--- config.mk ---
export PLATFORM = sky130hd
export DESIGN_NAME = fifo_flex
export DESIGN_NICKNAME = d
export VERILOG_FILES = /design/src/rtl/fifo_flex.sv
export SDC_FILE = /design/constraint.sdc
export NUM_CORES = 1
export LEC_CHECK = 0
export ABC_AREA = 1
export CORE_MARGIN = 2
export CORE_UTILIZATION = 54
export DETAILED_ROUTE_END_ITERATION = 7
export GPL_ROUTABILITY_DRIVEN = 0
export PLACE_DENSITY = 0.76
export SYNTH_ARGS = -nofsm -noshare
export SYNTH_HDL_FRONTEND = slang
export SYNTH_SLANG_ARGS = --single-unit
--- constraint.sdc ---
create_clock -name clk -period 3 [get_ports clk]
set_input_delay 0.6 -clock clk [delete_from_list [all_inputs] [get_ports clk]]
set_output_delay 0.6 -clock clk [all_outputs]
set_load 0.01 [all_outputs]
--- src/rtl/fifo_flex.sv ---
// fifo_flex: synchronous first-word-fall-through FIFO with arbitrary depth.
// It provides a registered occupancy count, almost-full/almost-empty thresholds,
// a synchronous flush, and sticky overflow/underflow flags.
//
// Handshake: push and pop are request strobes sampled on the rising clk edge.
// A pop is accepted only when the FIFO is not empty. A push is accepted when
// the FIFO is not full, or when it is full and an accepted pop frees a slot on
// the same edge. A rejected request sets the matching sticky error flag. flush
// overrides both requests for that cycle.
module fifo_flex #(
  parameter int DW        = 32,
  parameter int DEPTH     = 6,
  parameter int AF_THRESH = DEPTH - 1,
  parameter int AE_THRESH = 1,
  localparam int CW       = $clog2(DEPTH + 1)
) (
  input  logic          clk,
  input  logic          rst,
  input  logic          flush,
  input  logic          push,
  input  logic [DW-1:0] write_data,
  input  logic          pop,
  output logic [DW-1:0] read_data,
  output logic          full,
  output logic          empty,
  output logic          almost_full,
  output logic          almost_empty,
  output logic [CW-1:0] count,
  input  logic          err_clr,
  output logic          overflow,
  output logic          underflow
);

  // Pointer width: enough bits to index DEPTH entries (DEPTH >= 2, so >= 1 bit).
  localparam int PW = $clog2(DEPTH);
  localparam logic [PW-1:0] PTR_LAST = PW'(DEPTH - 1);
  localparam logic [CW-1:0] CNT_FULL = CW'(DEPTH);
  localparam logic [CW-1:0] CNT_AF   = CW'(AF_THRESH);
  localparam logic [CW-1:0] CNT_AE   = CW'(AE_THRESH);

  // Parameter legality is rejected at elaboration time.
  if (DEPTH < 2) begin : g_chk_depth
    $error("fifo_flex: DEPTH must be at least 2");
  end
  if ((AF_THRESH < 1) || (AF_THRESH > DEPTH)) begin : g_chk_af
    $error("fifo_flex: AF_THRESH must be in 1..DEPTH");
  end
  if ((AE_THRESH < 0) || (AE_THRESH >= DEPTH)) begin : g_chk_ae
    $error("fifo_flex: AE_THRESH must be in 0..DEPTH-1");
  end

  logic [DW-1:0] mem_q [DEPTH];

  logic [PW-1:0] rd_ptr_q, rd_ptr_d;
  logic [PW-1:0] wr_ptr_q, wr_ptr_d;
  logic [CW-1:0] count_q, count_d;
  logic          overflow_q, overflow_d;
  logic          underflow_q, underflow_d;

  logic pop_acc, push_acc;
  logic wr_en, rd_en;
  logic ovf_evt, udf_evt;

  // Status flags come straight from the registered count.
  assign empty        = (count_q == '0);
  assign full         = (count_q == CNT_FULL);
  assign almost_full  = (count_q >= CNT_AF);
  assign almost_empty = (count_q <= CNT_AE);
  assign count        = count_q;
  assign overflow     = overflow_q;
  assign underflow    = underflow_q;

  // FWFT head word; reads as zero while empty so no stale data leaks out.
  assign read_data = empty ? '0 : mem_q[rd_ptr_q];

  // Acceptance decisions. A full FIFO still takes a push when a pop frees the
  // slot on the same edge. An empty FIFO never bypasses a push to a pop.
  always_comb begin
    pop_acc  = pop & ~empty;
    push_acc = push & (~full | pop_acc);
    wr_en    = ~flush & push_acc;
    rd_en    = ~flush & pop_acc;
    ovf_evt  = ~flush & push & ~push_acc;
    udf_evt  = ~flush & pop & ~pop_acc;
  end

  // Next-state logic for the pointers, count and sticky error flags.
  always_comb begin
    rd_ptr_d    = rd_ptr_q;
    wr_ptr_d    = wr_ptr_q;
    count_d     = count_q;
    overflow_d  = overflow_q;
    underflow_d = underflow_q;

    if (flush) begin
      rd_ptr_d = '0;
      wr_ptr_d = '0;
      count_d  = '0;
    end else begin
      // The pointers wrap explicitly, because DEPTH need not be a power of two.
      if (wr_en) begin
        wr_ptr_d = (wr_ptr_q == PTR_LAST) ? '0 : wr_ptr_q + 1'b1;
      end
      if (rd_en) begin
        rd_ptr_d = (rd_ptr_q == PTR_LAST) ? '0 : rd_ptr_q + 1'b1;
      end
      count_d = count_q + {{(CW-1){1'b0}}, wr_en} - {{(CW-1){1'b0}}, rd_en};
    end

    // A clear and a new error on the same edge leave the flag set.
    if (err_clr) begin
      overflow_d  = 1'b0;
      underflow_d = 1'b0;
    end
    if (ovf_evt) overflow_d  = 1'b1;
    if (udf_evt) underflow_d = 1'b1;
  end

  // Control state register with asynchronous active-high reset.
  always_ff @(posedge clk or posedge rst) begin
    if (rst) begin
      rd_ptr_q    <= '0;
      wr_ptr_q    <= '0;
      count_q     <= '0;
      overflow_q  <= 1'b0;
      underflow_q <= 1'b0;
    end else begin
      rd_ptr_q    <= rd_ptr_d;
      wr_ptr_q    <= wr_ptr_d;
      count_q     <= count_d;
      overflow_q  <= overflow_d;
      underflow_q <= underflow_d;
    end
  end

  // Storage array write port. The contents are deliberately left unreset.
  always_ff @(posedge clk) begin
    if (wr_en) begin
      mem_q[wr_ptr_q] <= write_data;
    end
  end

endmodule

**Word-level counts from Yosys, hierarchy flattened**

Memories as Yosys holds them, arrays and structs flattened.
Cells that the tools add are included.

- Memories: 1
- ROM bits: 0
- Register bits: 11
- Logic and storage cells: 47
- Bits in latches: 0
- Memory bits (writable): 192
- Bits of input ports: 38
- Output and inout bits: 41

Memory list:

| name | words | width | rd ports | clocked after memory_dff | write ports | RTL line | RTL |
|---|---|---|---|---|---|---|---|
| mem_q | 6 | 32 | 1 | 0 | 1 | 52 | `logic [DW-1:0] mem_q [DEPTH];` |

- Div/mod/pow operators: 0
- Multipliers: 0
- Bitwise operators: 14
- Order comparisons: 2
- Add/sub/neg operators: 4
- Reduce and logical (&&, ||, !) cells: 5
- Shift operators: 0
- Eq/ne operators: 3
- Multiplexer cells: 13

Operators with widths:

| operator | count |
|---|---|
| 32-bit two-way mux | 1 |
| 3-bit two-way mux | 7 |
| 3-bit == test (second input constant) | 3 |
| 1-bit AND | 8 |
| 2-bit nonzero test | 4 |
| 3-bit by 1-bit adder with 3-bit output (second input constant) | 2 |
| 1-bit two-way mux | 5 |
| 1-bit NOT | 5 |
| 3-bit by 1-bit adder with 3-bit output | 1 |
| 3-bit >= comparator (second input constant) | 1 |
| 3-bit by 1-bit less-or-equal comparator with 1-bit output (second input constant) | 1 |
| 3-bit zero test | 1 |
| 3-bit by 1-bit subtractor with 3-bit output | 1 |
| 1-bit OR | 1 |

**Longest topological paths before layout**

- Depth in word-level cells: 9
- Depth in mapped cells: 11
- Gate-level depth less buffers: 11

**Least setup slack after synthesis**

Ideal clock, no wire load.

- Path kind: input-to-reg
- From: in flush
- To: mem mem_q[0][0] (enable)
- Slack: 0.208 ns
- Stages on the path: 5
- Arrival time: 2.371 ns
- Data required time: 2.579 ns
- Buffers on the path: 0
- Library setup time: 0.421 ns
- Cell sequence: clkinv_1 nand3_1 inv_1 nand2_1 nor2_1

- Cells in the longest elaborated chain, start to end: 4

RTL lines:

| item | RTL line | RTL |
|---|---|---|
| start: declaration | 19 | `input logic flush,` |
| 1-bit NOT | 81 | `wr_en = ~flush & push_acc;` |
| 1-bit AND | 81 |  |
| 1-bit two-way mux | 138 | `if (wr_en) begin` |
| 1-bit two-way mux (implied by the code) | 139 | `mem_q[wr_ptr_q] <= write_data;` |
| end: declaration | 52 |  |

Every way passes these cells.

**Final worst setup path**

- From: reg count_q[2], in the netlist count[2]
- To: out read_data[20]

- Cells in the longest elaborated chain, start to end: 2

RTL lines:

| item | RTL line | RTL |
|---|---|---|
| start: declaration | 56 | `logic [CW-1:0] count_q, count_d;` |
| start signal: assignment | 130 | `count_q <= count_d;` |
| 3-bit zero test | 65 | `assign empty = (count_q == '0);` |
| 32-bit two-way mux | 74 | `assign read_data = empty ? '0 : mem_q[rd_ptr_q];` |
| end: declaration | 23 | `output logic [DW-1:0] read_data,` |

Every way passes these cells.

==> impl_metrics.csv <==
group,metric,value,unit
run_status,status,"finished, final reports clean",
global_routing,grt_max_degree,42,
synthesis,ys_seq_elements,203,
floorplanning,rows,46,
power_and_ir_drop,p_total,7.84,mW
route,drt_iter0_drc,497,
clocking,cts.clk_slew.worst_paths,0.06,ns
synthesis,syn_area,8580,um2
clocking,clockBufferDepth,3,
min_path,hp-class,"primary input to asynchronous set/reset pin",
layout,diodes,0,
floorplanning,ios,79,
synthesis,syn_area_per_cell,10.7,um2
sta,final-max-slew-violation-count,0,
place,place_inst,1085,
synthesis,synthFlopType,"edfxtp_1",
worst_setup_path,cp_max_fo,9,
route,ant_nets,0,
worst_setup_path,worstSetupEndpoint,"read_data[20]",
synthesis,synth-adder-area-share,1.11,%
sta,relSlewSlack,67.8,%
worst_setup_path,rr_startpoint,"count[2]",
synthesis,synth-edff-count,192,
place,io_buffer_count,78,
sta,tightestPinTransition,0.482,ns
worst_setup_path,critPathKind,"flip-flop to output port",
floorplanning,die_h,130,um
sta,max_freq,335,MHz
layout,final_common_cell,"nand2_1",
power_and_ir_drop,leakage,4.62,nW
route,vias,5746,
global_routing,grt_pass1_wl,28.0,mm
worst_setup_path,critPathLaunchType,"flip-flop",
route,drc_errors,0,
worst_setup_path,cp.required,2.40,ns
floorplanning,fp.dieW,130,um
global_routing,antenna_found_initial,0,
floorplanning,dieArea,16900,um2
synthesis,synthXorXnorAreaFrac,0.102,%
clocking,cts-htree-levels,1,
clocking,cts_buffers,21,
worst_setup_path,reg2reg_depth,11,
synthesis,synth_compound_area_share,4.56,%
route,wl,17.7,mm
route,drt_first_pass_iters,4,
layout,postLayoutCoreUtil,67.0,%
global_routing,grt_overflow,0,
layout,layout-drive-gt1-share,7.24,%
synthesis,async_reset_ff_share,5.42,%
worst_setup_path,worstReg2RegEnd,"count[2]",
sta,layout_setup_ws,0.0127,ns
power_and_ir_drop,ir_worst_vdd,582,uV
layout,final_cell_mix,"nand2_1, edfxtp_1, inv_1",
sta,fin_skew,0.00623,ns
route,vias_per_cell,5.09,
layout,finalNonFillerCells,1128,
worst_setup_path,cp-end-kind,"output port",
synthesis,yosysSeqAreaShare,70.4,%
layout,fin_nets,943,
layout,final_cell_area,10500,um2
power_and_ir_drop,p_per_area,745,nW/um2
sta,setup_viol_count_final,0,
layout,fillerInstances,1125,
worst_setup_path,reg2reg_setup_slack,0.82,ns
place,dp_hpwl,9.97,mm
clocking,cts_tree,"done",
synthesis,synth_nets,851,
global_routing,grt_pass1_vias,5506,
synthesis,synth_mux_area_share,0,%
synthesis,post_synth_num_cell_types,20,
worst_setup_path,cp.arrival,2.39,ns
synthesis,synth_warnings,0,
sta,hold_viol,0,
clocking,clock-sinks,203,
synthesis,synthSimpleGateAreaFrac,17.9,%
job,drv_cap,0,
clocking,clock-root-buffer,"clkbuf_16",
place,place_ws,0.353,ns
place,placed_cell_area,9760,um2
sta,fin_crit,2.99,ns
layout,area_growth,22.6,%
floorplanning,core_area,15700,um2
route,wl_per_cell,15.6,um
worst_setup_path,cp-startpoint,"count[2]",
synthesis,synthCells,806,
floorplanning,initial_core_util,54.6,%
clocking,worstSkewPairLatency,0.49,ns
sta,period_share,99.6,%
synthesis,synth_top_family_by_area,"simple AND/OR/NAND/NOR gates",
global_routing,grt_usage,21.7,%
sta,grt_setup_unrepaired,"true",
stage by stage:
step / hold slack (ns) / setup TNS, ns
6_report: 0.429 / 0
3_3_place_gp: 0.523 / 0
2_1_floorplan: 0.452 / 0
5_1_grt: 0.497 / -0.330
3_5_place_dp: 0.517 / 0
4_1_cts: 0.438 / 0
cell usage after synthesis, types with 3 or more instances:
| master | n | area [um2] |
|---|---|---|
| nand2_1 | 279 | 1050 |
| edfxtp_1 | 192 | 5770 |
| inv_1 | 80 | 300 |
| nor2_1 | 78 | 293 |
| nand3_1 | 39 | 195 |
| o21ai_0 | 35 | 175 |
| a21oi_1 | 34 | 170 |
| buf_2 | 14 | 70.1 |
| clkbuf_1 | 12 | 45.0 |
| dfrtp_1 | 11 | 275 |
| o21ai_1 | 8 | 40.0 |
| buf_4 | 7 | 52.6 |
| ha_1 | 6 | 75.1 |
| buf_1 | 3 | 11.3 |
timing repair:
action,4_1_cts,5_1_grt
hold buffers,0,0
resized for setup,5,25
buffers inserted,4,0
cloned,2,0
setup endpoints to repair,32,30
kinds of logic after synthesis:
group           Yosys count
compound gates           78
xor+xnor                  1
fa+ha+maj                 7
buf+inv                 121
flops                   203
simple gates            396
worst min-delay path by stage:
| stage | start | end | slack [ns] | cells past startpoint |
|---|---|---|---|---|
| after CTS | rst | count[1] | 0.44 | 2 |
| after global placement | overflow | overflow | 0.52 | 2 |
| after floorplan | rst | count[0] | 0.45 | 1 |
| after detailed placement | overflow | overflow | 0.52 | 2 |
| after global routing | rst | rd_ptr_q[0] | 0.50 | 2 |
| final | rst | count[1] | 0.43 | 2 |
area by class of cell:
class / count / area (um2) / area share [%]
sequential: 203 / 6040 / 57.4
tap: 216 / 270 / 2.57
multi-input combinational: 482 / 2080 / 19.7
clock buffer: 31 / 573 / 5.44
timing repair buffer: 107 / 1210 / 11.5
clock inverter: 6 / 32.5 / 0.309
inverter: 83 / 315 / 3.00
sequential cells by signal, indices dropped and copies added, names as in the netlist:
register   cells
count          3
mem_q        192
overflow       1
rd_ptr_q       3
underflow      1
wr_ptr_q       3
layer usage:
metal	wire length, um	up-vias	track usage [%]
met5	0	-	0
met4	356	0	7.91
met3	1110	29	3.57
met2	8710	186	36.6
met1	7480	2704	28.8
li1	-	2827	-
worst max-delay path, cell delays in order (launching register included):
cell and delay [ns]:
dfrtp_1 0.43, inv_1 0.11, nand2_1 0.14, inv_1 0.22
buf_4 0.25, a21oi_1 0.17, clkdlybuf4s50_1 0.57
where the power goes:
part	internal [mW]	switching (mW)
clock	1.32	0.976
combinational	0.999	1.30
sequential	3.19	0.0585
(Power assumes the default switching activity.)
